$ cat config.mk
export PLATFORM = sky130hd
export DESIGN_NAME = carriage_ctl_1403
export DESIGN_NICKNAME = d
export VERILOG_FILES = /design/src/rtl/carriage_ctl_1403.sv
export SDC_FILE = /design/constraint.sdc
export NUM_CORES = 1
export LEC_CHECK = 0
export ABC_AREA = 1
export CAP_MARGIN = 40
export CORE_MARGIN = 4
export CORE_UTILIZATION = 56
export DETAILED_ROUTE_END_ITERATION = 6
export PLACE_DENSITY = 0.79
export SLEW_MARGIN = 10
export SYNTH_ARGS = -nofsm -noshare
export SYNTH_HDL_FRONTEND = slang
export SYNTH_SLANG_ARGS = --single-unit
$ cat constraint.sdc
create_clock -name i_clk -period 2.2 [get_ports i_clk]
set_clock_uncertainty 0.15 [all_clocks]
set_input_delay 0.22 -clock i_clk [delete_from_list [all_inputs] [get_ports i_clk]]
set_output_delay 0.22 -clock i_clk [all_outputs]
set_load 0.05 [all_outputs]
$ cat src/rtl/carriage_ctl_1403.sv
// ---------------------------------------------------------------------------
// carriage_ctl_1403
// Carriage sequencer for the 1403 printer model. Accepts space (1..3 lines)
// and skip-to-channel (1..12) commands and drives the low/high-speed
// start/stop magnet pairs. Motion is tracked with the mag emitter and the
// slow/stop carriage brushes, followed by a fixed settling wait.
//
// Optional feature macro: CARRIAGE_HIGH_SPEED_EN
//   defined   : skips start at high speed and downshift on the slow brushes
//   undefined : high-speed pair parked (start=0/stop=1), skips run at low speed
//
// Ports
//   i_clk, i_reset                 clock, synchronous active-high reset
//   i_cmd_valid / o_cmd_ready      command handshake
//   i_cmd_skip, i_cmd_arg[3:0]     0=space (1..3 lines), 1=skip (channel 1..12)
//   i_mag_emitter                  falling edge while moving = one line advanced
//   i_slow_brushes[11:0]           channel bits 7 lines ahead of print line
//   i_stop_brushes[11:0]           channel bits at print line
//   o_low_speed_start/stop         low-speed magnet pair (always complementary)
//   o_high_speed_start/stop        high-speed magnet pair (always complementary)
//   o_busy                         command accepted, not yet finished
//   o_done, o_error                1-cycle completion / failure pulses
// ---------------------------------------------------------------------------
module carriage_ctl_1403 #(
  parameter int unsigned START_HOLD     = 160,
  parameter int unsigned SETTLE_CYCLES  = 450,
  parameter int unsigned LINE_TIMEOUT   = 2048,
  parameter int unsigned LINES_PER_PAGE = 66,
  parameter int unsigned MIN_LOW_LINES  = 4
) (
  input  logic        i_clk,
  input  logic        i_reset,
  input  logic        i_cmd_valid,
  output logic        o_cmd_ready,
  input  logic        i_cmd_skip,
  input  logic [3:0]  i_cmd_arg,
  input  logic        i_mag_emitter,
  input  logic [11:0] i_slow_brushes,
  input  logic [11:0] i_stop_brushes,
  output logic        o_low_speed_start,
  output logic        o_low_speed_stop,
  output logic        o_high_speed_start,
  output logic        o_high_speed_stop,
  output logic        o_busy,
  output logic        o_done,
  output logic        o_error
);

  localparam int unsigned HOLD_W   = $clog2(START_HOLD + 1);
  localparam int unsigned SETTLE_W = $clog2(SETTLE_CYCLES + 1);
  localparam int unsigned TMO_W    = $clog2(LINE_TIMEOUT + 1);
  localparam int unsigned LINE_W   = 7;

  localparam logic [2:0] S_IDLE     = 3'd0;
  localparam logic [2:0] S_START    = 3'd1;
  localparam logic [2:0] S_RUN_LOW  = 3'd2;
  localparam logic [2:0] S_RUN_HIGH = 3'd3;
  localparam logic [2:0] S_SETTLE   = 3'd4;

  logic [2:0]          state_q, state_d;
  logic                low_q, low_d;
  logic                high_q, high_d;
  logic                ready_q, ready_d;
  logic                busy_q, busy_d;
  logic                done_q, done_d;
  logic                error_q, error_d;
  logic                e_q;
  logic                skip_q, skip_d;
  logic [1:0]          target_q, target_d;
  logic [11:0]         mask_q, mask_d;
  logic [HOLD_W-1:0]   hold_q, hold_d;
  logic [TMO_W-1:0]    tmo_q, tmo_d;
  logic [LINE_W-1:0]   line_q, line_d;
  logic                moved_q, moved_d;
  logic                fail_q, fail_d;
  logic [SETTLE_W-1:0] settle_q, settle_d;

  logic line_tick_c;
  logic arg_ok_c;
  logic hold_ok_c;
  logic stop_hit_c;
  logic abort_c;
  logic low_ok_c;

  // One line advanced per emitter falling edge
  assign line_tick_c = e_q & ~i_mag_emitter;
  assign arg_ok_c    = i_cmd_skip ? (i_cmd_arg >= 4'd1 && i_cmd_arg <= 4'd12)
                                  : (i_cmd_arg >= 4'd1 && i_cmd_arg <= 4'd3);
  assign hold_ok_c   = hold_q >= HOLD_W'(START_HOLD);
  assign stop_hit_c  = |(i_stop_brushes & mask_q);
  assign abort_c     = (tmo_q == TMO_W'(LINE_TIMEOUT)) ||
                       (skip_q && line_q > LINE_W'(LINES_PER_PAGE));

`ifdef CARRIAGE_HIGH_SPEED_EN
  localparam int unsigned LOWL_W = $clog2(MIN_LOW_LINES + 1);

  logic              shifted_q, shifted_d;
  logic [LOWL_W-1:0] low_lines_q, low_lines_d;
  logic              slow_hit_c;

  assign slow_hit_c = |(i_slow_brushes & mask_q);
  // After a downshift, run a few lines at low speed before stopping
  assign low_ok_c   = ~shifted_q || (low_lines_q >= LOWL_W'(MIN_LOW_LINES));
`else
  logic unused_slow;

  assign unused_slow = ^i_slow_brushes;
  assign low_ok_c    = 1'b1;
`endif

  // Next-state and next-output logic
  always_comb begin
    state_d  = state_q;
    low_d    = low_q;
    high_d   = high_q;
    ready_d  = ready_q;
    busy_d   = busy_q;
    done_d   = 1'b0;
    error_d  = 1'b0;
    skip_d   = skip_q;
    target_d = target_q;
    mask_d   = mask_q;
    hold_d   = hold_q;
    tmo_d    = tmo_q;
    line_d   = line_q;
    moved_d  = moved_q;
    fail_d   = fail_q;
    settle_d = settle_q;
`ifdef CARRIAGE_HIGH_SPEED_EN
    shifted_d   = shifted_q;
    low_lines_d = low_lines_q;
`endif

    case (state_q)
      S_IDLE: begin
        ready_d = 1'b1;
        if (i_cmd_valid && ready_q) begin
          if (arg_ok_c) begin
            skip_d   = i_cmd_skip;
            target_d = i_cmd_arg[1:0];
            mask_d   = 12'(1) << (i_cmd_arg - 4'd1);
            fail_d   = 1'b0;
            busy_d   = 1'b1;
            ready_d  = 1'b0;
            state_d  = S_START;
          end else begin
            error_d = 1'b1;
          end
        end
      end

      S_START: begin
        hold_d  = '0;
        tmo_d   = '0;
        line_d  = '0;
        moved_d = 1'b0;
`ifdef CARRIAGE_HIGH_SPEED_EN
        shifted_d   = 1'b0;
        low_lines_d = '0;
        if (skip_q) begin
          high_d  = 1'b1;
          state_d = S_RUN_HIGH;
        end else begin
          low_d   = 1'b1;
          state_d = S_RUN_LOW;
        end
`else
        low_d   = 1'b1;
        state_d = S_RUN_LOW;
`endif
      end

      S_RUN_LOW, S_RUN_HIGH: begin
        hold_d = (hold_q == '1) ? hold_q : hold_q + 1'b1;
        if (line_tick_c) begin
          tmo_d   = '0;
          line_d  = (line_q == '1) ? line_q : line_q + 1'b1;
          moved_d = 1'b1;
`ifdef CARRIAGE_HIGH_SPEED_EN
          if (state_q == S_RUN_LOW && low_lines_q != '1) begin
            low_lines_d = low_lines_q + 1'b1;
          end
`endif
        end else begin
          tmo_d = (tmo_q == '1) ? tmo_q : tmo_q + 1'b1;
        end

        if (abort_c) begin
          low_d    = 1'b0;
          high_d   = 1'b0;
          fail_d   = 1'b1;
          settle_d = '0;
          state_d  = S_SETTLE;
        end else if (state_q == S_RUN_LOW) begin
          // Stop decisions are taken on a tick-free cycle so counters are settled
          if (!line_tick_c && hold_ok_c &&
              (skip_q ? (moved_q && stop_hit_c && low_ok_c)
                      : (line_q >= LINE_W'(target_q)))) begin
            low_d    = 1'b0;
            settle_d = '0;
            state_d  = S_SETTLE;
          end
        end else begin
`ifdef CARRIAGE_HIGH_SPEED_EN
          // High speed is never stopped directly: hand over to low speed
          if (moved_q && slow_hit_c) begin
            high_d      = 1'b0;
            low_d       = 1'b1;
            shifted_d   = 1'b1;
            low_lines_d = '0;
            state_d     = S_RUN_LOW;
          end
`endif
        end
      end

      S_SETTLE: begin
        if (settle_q == SETTLE_W'(SETTLE_CYCLES - 1)) begin
          done_d  = ~fail_q;
          error_d = fail_q;
          busy_d  = 1'b0;
          ready_d = 1'b1;
          state_d = S_IDLE;
        end else begin
          settle_d = settle_q + 1'b1;
        end
      end

      default: begin
        low_d   = 1'b0;
        high_d  = 1'b0;
        busy_d  = 1'b0;
        ready_d = 1'b1;
        state_d = S_IDLE;
      end
    endcase
  end

  // State and output registers
  always_ff @(posedge i_clk) begin
    if (i_reset) begin
      state_q  <= S_IDLE;
      low_q    <= 1'b0;
      high_q   <= 1'b0;
      ready_q  <= 1'b1;
      busy_q   <= 1'b0;
      done_q   <= 1'b0;
      error_q  <= 1'b0;
      e_q      <= 1'b1;
      skip_q   <= 1'b0;
      target_q <= '0;
      mask_q   <= '0;
      hold_q   <= '0;
      tmo_q    <= '0;
      line_q   <= '0;
      moved_q  <= 1'b0;
      fail_q   <= 1'b0;
      settle_q <= '0;
    end else begin
      state_q  <= state_d;
      low_q    <= low_d;
      high_q   <= high_d;
      ready_q  <= ready_d;
      busy_q   <= busy_d;
      done_q   <= done_d;
      error_q  <= error_d;
      e_q      <= i_mag_emitter;
      skip_q   <= skip_d;
      target_q <= target_d;
      mask_q   <= mask_d;
      hold_q   <= hold_d;
      tmo_q    <= tmo_d;
      line_q   <= line_d;
      moved_q  <= moved_d;
      fail_q   <= fail_d;
      settle_q <= settle_d;
    end
  end

`ifdef CARRIAGE_HIGH_SPEED_EN
  always_ff @(posedge i_clk) begin
    if (i_reset) begin
      shifted_q   <= 1'b0;
      low_lines_q <= '0;
    end else begin
      shifted_q   <= shifted_d;
      low_lines_q <= low_lines_d;
    end
  end
`endif

  assign o_low_speed_start  = low_q;
  assign o_low_speed_stop   = ~low_q;
  assign o_high_speed_start = high_q;
  assign o_high_speed_stop  = ~high_q;
  assign o_cmd_ready        = ready_q;
  assign o_busy             = busy_q;
  assign o_done             = done_q;
  assign o_error            = error_q;

endmodule
; ---- Word-level counts from Yosys, hierarchy flattened
; Cells that the tools add are included.
[word_totals]
wordCells = 136
n_memories = 0
latchBits = 0
mem_bits_ro = 0
input_bits = 33
out_inout_bits = 8
register_bits = 63
mem_bits_rw = 0
[op_classes]
n_div = 0
eq_ne = 20
multipliers = 0
magnitude_cmp = 6
mux = 45
shifts = 1
bitwise_logic = 11
reduce_logical = 31
add_sub_neg = 5
[ops]
columns = operator, count
row1 = 9-bit two-way mux, 4
row2 = 12-bit equality test (second input constant), 2
row3 = 12-bit two-way mux, 2
row4 = 12-bit one-hot mux with 2 select lines, 1
row5 = 1-bit two-way mux, 18
row6 = 3-bit two-way mux, 6
row7 = 9-bit one-hot mux with 2 select lines, 1
row8 = 2-bit != test (second input constant), 8
row9 = 8-bit one-hot mux with 2 select lines, 1
row10 = 7-bit two-way mux, 2
row11 = 7-bit one-hot mux with 2 select lines, 1
row12 = 12-bit by 1-bit adder with 12-bit output (second input constant), 1
row13 = 12-bit bitwise AND, 1
row14 = 3-bit one-hot mux with 4 select lines, 1
row15 = 4-bit AND reduction, 3
row16 = 12-bit OR reduction, 1
row17 = 1-bit by 4-bit left shift with 12-bit output (first input constant), 1
row18 = 2-bit AND reduction, 5
row19 = 9-bit by 1-bit adder with 9-bit output (second input constant), 1
row20 = 9-bit equality test (second input constant), 1
row21 = 3-bit != test (second input constant), 3
row22 = 1-bit NOT, 9
row23 = 1-bit one-hot mux with 3 select lines, 3
row24 = 3-bit AND reduction, 3
row25 = other kinds (25), 40

; ---- Depth between registers and ports, before layout
[depth]
depth_word = 9
ltp_mapped = 13
ltp_nobuf = 13

; ---- Worst setup path before layout
; Ideal clock, no wire load.
[synth_timing]
path_type = register to register
startpoint = register tmo_q[0]
endpoint = register tmo_q[7]
path_buffers = 0
t_arrival_ps = 1481
stages_incl_launch_ff = 12
path_slack_ps = 455
setup_ps = 114
required_ps = 1936
period_less_slack_ps = 1745
cell_sequence = dfxtp_1 ha_1 nand2_1 nor2_2 nand2_1 nor2_4 nand3_1 nand2_2 inv_2 nand2_1 xor2_1 nor2_1
[synth_via]
elab_chain_len = 4
elab_cells_between_ends = 7
cone_classes = 1 x add/sub / 2 x eq/ne / 3 x mux / 1 x reduce/logical
[synth_lines]
columns = element, line_no
row1 = "start, declared", 72  ; logic [TMO_W-1:0] tmo_q, tmo_d;
row2 = "start signal, assigned", 272  ; tmo_q <= tmo_d;
row3 = 12-bit by 1-bit adder with 12-bit output, 185  ; tmo_d = (tmo_q == '1) ? tmo_q : tmo_q + 1'b1;
row4 = 12-bit two-way mux, 185
row5 = 12-bit two-way mux, 175  ; if (line_tick_c) begin
row6 = 12-bit one-hot mux with 2 select lines, 134  ; case (state_q)
; Parallel ways exist; a longest one is shown, timed or not. The select of a mux whose other input is x is not followed.
; A chain may end at the register's enable or synchronous reset.

; ---- Final worst setup path
[layout_timing]
startpoint = register tmo_q[0]
endpoint = register tmo_q[8]
; The elaborated chain is that of the path after synthesis.

==> flow_metrics.env <==
export IMPL_ys_async_sr_fraction=0
export IMPL_netlist_area_sq_mm=0.00340
export IMPL_placed_cells=592
export IMPL_htreeDepth=3
export IMPL_n_fill_cell=544
export IMPL_worst_slack_ns=0.192
export IMPL_grt_overflow=0
export IMPL_ff2ff_path_depth=13
export IMPL_crit_type="register to register"
export IMPL_vdd_ir_drop_max_uv=392
export IMPL_min_from="hold_q[4]$_SDFFE_PP0P_"
export IMPL_rsz0062_at_grt="no"
export IMPL_synth_simple_area_share=0.357
export IMPL_r2r_setup_slack_ns=0.19
export IMPL_synth_fa_ha_area_frac=0.0368
export IMPL_required_ns=2.35
export IMPL_yosys_warnings=0
export IMPL_synth_top_family_by_area="simple AND/OR/NAND/NOR gates"
export IMPL_avgViaCountPerCell=5.25
export IMPL_outcome="complete, no violations"
export IMPL_hpwlAfterDp_um=5260
export IMPL_cp_max_fo=10
export IMPL_synth_top_area_frac=0.366
export IMPL_fmax_ghz=0.498
export IMPL_drc=0
export IMPL_syn_area_per_cell_sq_um=6.89
export IMPL_synth_ff_type="dfxtp_1"
export IMPL_ys_types=38
export IMPL_synth_edf_count=0
export IMPL_period_needed_ns=2.01
export IMPL_post_cts_setup_buffer_count=0
export IMPL_die_h_um=85.9
export IMPL_insertion_delay_ns=0.35
export IMPL_drt_first_iter_violations=145
export IMPL_layout_nets=571
export IMPL_worst_ep_arrival_time_ns=2.15
export IMPL_num_io_pins=41
export IMPL_core_area_sq_mm=0.00589
export IMPL_postRouteAntennaNets=0
export IMPL_fin_crit_sh=0.913
export IMPL_worst_slew_pin_slew_ns=0.523
export IMPL_setup_tns_final_ns=0
export IMPL_slew_headroom=0.650
export IMPL_initial_core_util=0.577
export IMPL_syn_inst=493
export IMPL_diodes=0
export IMPL_routabilityCongestion=0.863
export IMPL_die_area_sq_mm=0.00737
export IMPL_critPathLaunchType="register"
export IMPL_firstDrtPassIters=4
export IMPL_cap_violations=0
export IMPL_worstHoldEndpoint="hold_q[4]$_SDFFE_PP0P_"
export IMPL_synthTopCellsByArea="dfxtp_1 (37%), nand2_1 (13%), inv_1 (6.6%)"
export IMPL_power_leakage_nw=1.58
export IMPL_power_density_mw_per_mm2=688
export IMPL_track_usage=0.218
export IMPL_r2r_end="tmo_q[8]$_SDFFE_PP0P_"
export IMPL_pre_cts_ws_ns=0.169
export IMPL_drive_above_1_share=0.113
export IMPL_yosysSeqAreaShare=0.366
export IMPL_wirelength_um=7400
export IMPL_synthesis_nets=536
export IMPL_synth_seq_cells=62
export IMPL_end_kind="register"
export IMPL_grt_pass1_wl_um=12900
export IMPL_maxSlewViolCount=0
export IMPL_synth_top_cell_by_area="dfxtp_1"
export IMPL_cts_root_buf="clkbuf_8"
export IMPL_clock_sinks=62
export IMPL_instances_no_fill=608
export IMPL_dieWidth_um=85.9
export IMPL_path_clk_slew_ns=0.07
export IMPL_grt_max_degree=31
export IMPL_antenna_found_initial=0
export IMPL_rows=28
export IMPL_timing_hold_ws_ns=0.306
export IMPL_setup_viol=0
export IMPL_synth_compound_area_frac=0.123
export IMPL_hp_class="register to register"
export IMPL_hold_viol=0
export IMPL_muxShareOfSynthArea=0
export IMPL_area_delta_synth_final_pct=16.8
export IMPL_synth_xor_area_frac=0.0103
export IMPL_min_path_cells=2
export IMPL_cts_tree="built"
export IMPL_detail_route_wl_per_cell_um=12.2
export IMPL_first_global_vias=2924
export IMPL_hold_buffers=0
export IMPL_port_buffers=26
export IMPL_cts_buffers=9
export IMPL_r2r_start="tmo_q[0]$_SDFFE_PP0P_"
export IMPL_clockBufferDepth=2
export IMPL_vias=3194
-- cell usage after synthesis, types with 4 or more instances --
master	n
a211oi_1	4
a21oi_1	44
buf_4	5
dfxtp_1	62
ha_1	10
inv_1	60
inv_2	6
nand2_1	118
nand2_2	4
nand3_1	31
nand3_2	5
nand4_1	13
nor2_1	55
nor3_1	17
o21ai_0	15
xor2_1	4
-- logic make-up after synthesis --
logic type | after synthesis
other | 2
and+or+nand+nor | 259
DFF | 62
AOI/OAI and AO/OA | 74
buffers and inverters | 82
xor gates and xnor gates | 4
adders and majority gates | 10
-- report_power, final --
part,internal [mW],switching [mW]
clock network,0.643,0.443
registers,1.17,0.0378
logic,0.163,0.277
-- cell type report --
type	instances	area, sq um	share of cell area
repair buffers	38	350	0.0883
well taps	75	93.8	0.0237
inverters	68	258	0.0650
clock buffers	13	179	0.0451
flip-flops and latches	62	1240	0.313
clock inverters	3	40.0	0.0101
multi-input cells	349	1800	0.455
-- worst max path at each step --
stage                                from  depth (start not counted)  slack (ns)                       end
floorplan           tmo_q[0]$_SDFFE_PP0P_                         11        0.45     tmo_q[7]$_SDFFE_PP0P_
global placement            i_mag_emitter                         11        0.20  settle_q[0]$_SDFFE_PP0P_
detailed placement           i_cmd_arg[1]                          9        0.17       o_busy$_SDFFE_PP0P_
CTS                 tmo_q[0]$_SDFFE_PP0P_                         13        0.16     tmo_q[8]$_SDFFE_PP0P_
global route        tmo_q[0]$_SDFFE_PP0P_                         13        0.03     tmo_q[8]$_SDFFE_PP0P_
finish              tmo_q[0]$_SDFFE_PP0P_                         13        0.19     tmo_q[8]$_SDFFE_PP0P_
-- flip-flops by register name (all words and copies together) (netlist names) --
signal / count
o_busy: 1
state_q: 3
settle_q: 9
line_q: 7
skip_q: 1
e_q: 1
o_done: 1
o_error: 1
o_cmd_ready: 1
mask_q: 12
o_low_speed_start: 1
moved_q: 1
fail_q: 1
tmo_q: 12
hold_q: 8
target_q: 2
-- per-layer routing --
metal,vias to the layer above,wire length [um],track usage,part of all wire
met4,0,125,0.0978,0.017
met3,11,348,0.0596,0.047
li1,1659,-,-,-
met1,1447,3440,0.277,0.47
met5,-,0,0,0
met2,77,3480,0.343,0.47
-- worst max-delay path, cell delays in order, from the launching register on --
cell,delay [ns]
dfxtp_1,0.37
ha_1,0.19
nand2_1,0.08
nor2_2,0.16
nand2_1,0.11
nor2_4,0.14
nand3_1,0.13
nand2_4,0.15
inv_2,0.09
nand2_1,0.10
nand2_1,0.10
nand2_1,0.08
o21ai_1,0.06
inv_1,0.05
-- metrics by stage --
step | util | instance area, sq um | total power, mW
after floorplan | - | 3400 | 1.54
after global placement | 0.636 | 3740 | 1.65
after detailed placement | 0.636 | 3740 | 1.66
after CTS | 0.673 | 3960 | 2.75
after global routing | 0.674 | 3970 | 2.85
final | 0.674 | 3970 | 2.73
-- timing repair --
item,CTS,global route
hold endpoints to repair,0,0
endpoints found under the setup margin,0,1
resized for setup,0,1
-- layout by cell type (no fill, tap or decap), drive strengths merged --
cell type      netlist  layout
ha                  10      10
o21ai               20      20
a31oi                2       2
clkdlybuf4s50        0      26
bufinv               0       1
nand4               13      13
nand2              123     123
conb                 2       2
nand3               37      37
a21oi               44      44
a221oi               1       1
buf                 11      12
nand3b               2       2
a211oi               6       6
clkinv               1       3
or2                  3       3
nor2                61      61
clkbuf               3      13
xor2                 4       4
and2                 1       1
nor3                19      19
dfxtp               62      62
o211ai               1       1
inv                 67      67
Power figures use the tool's default switching activity.
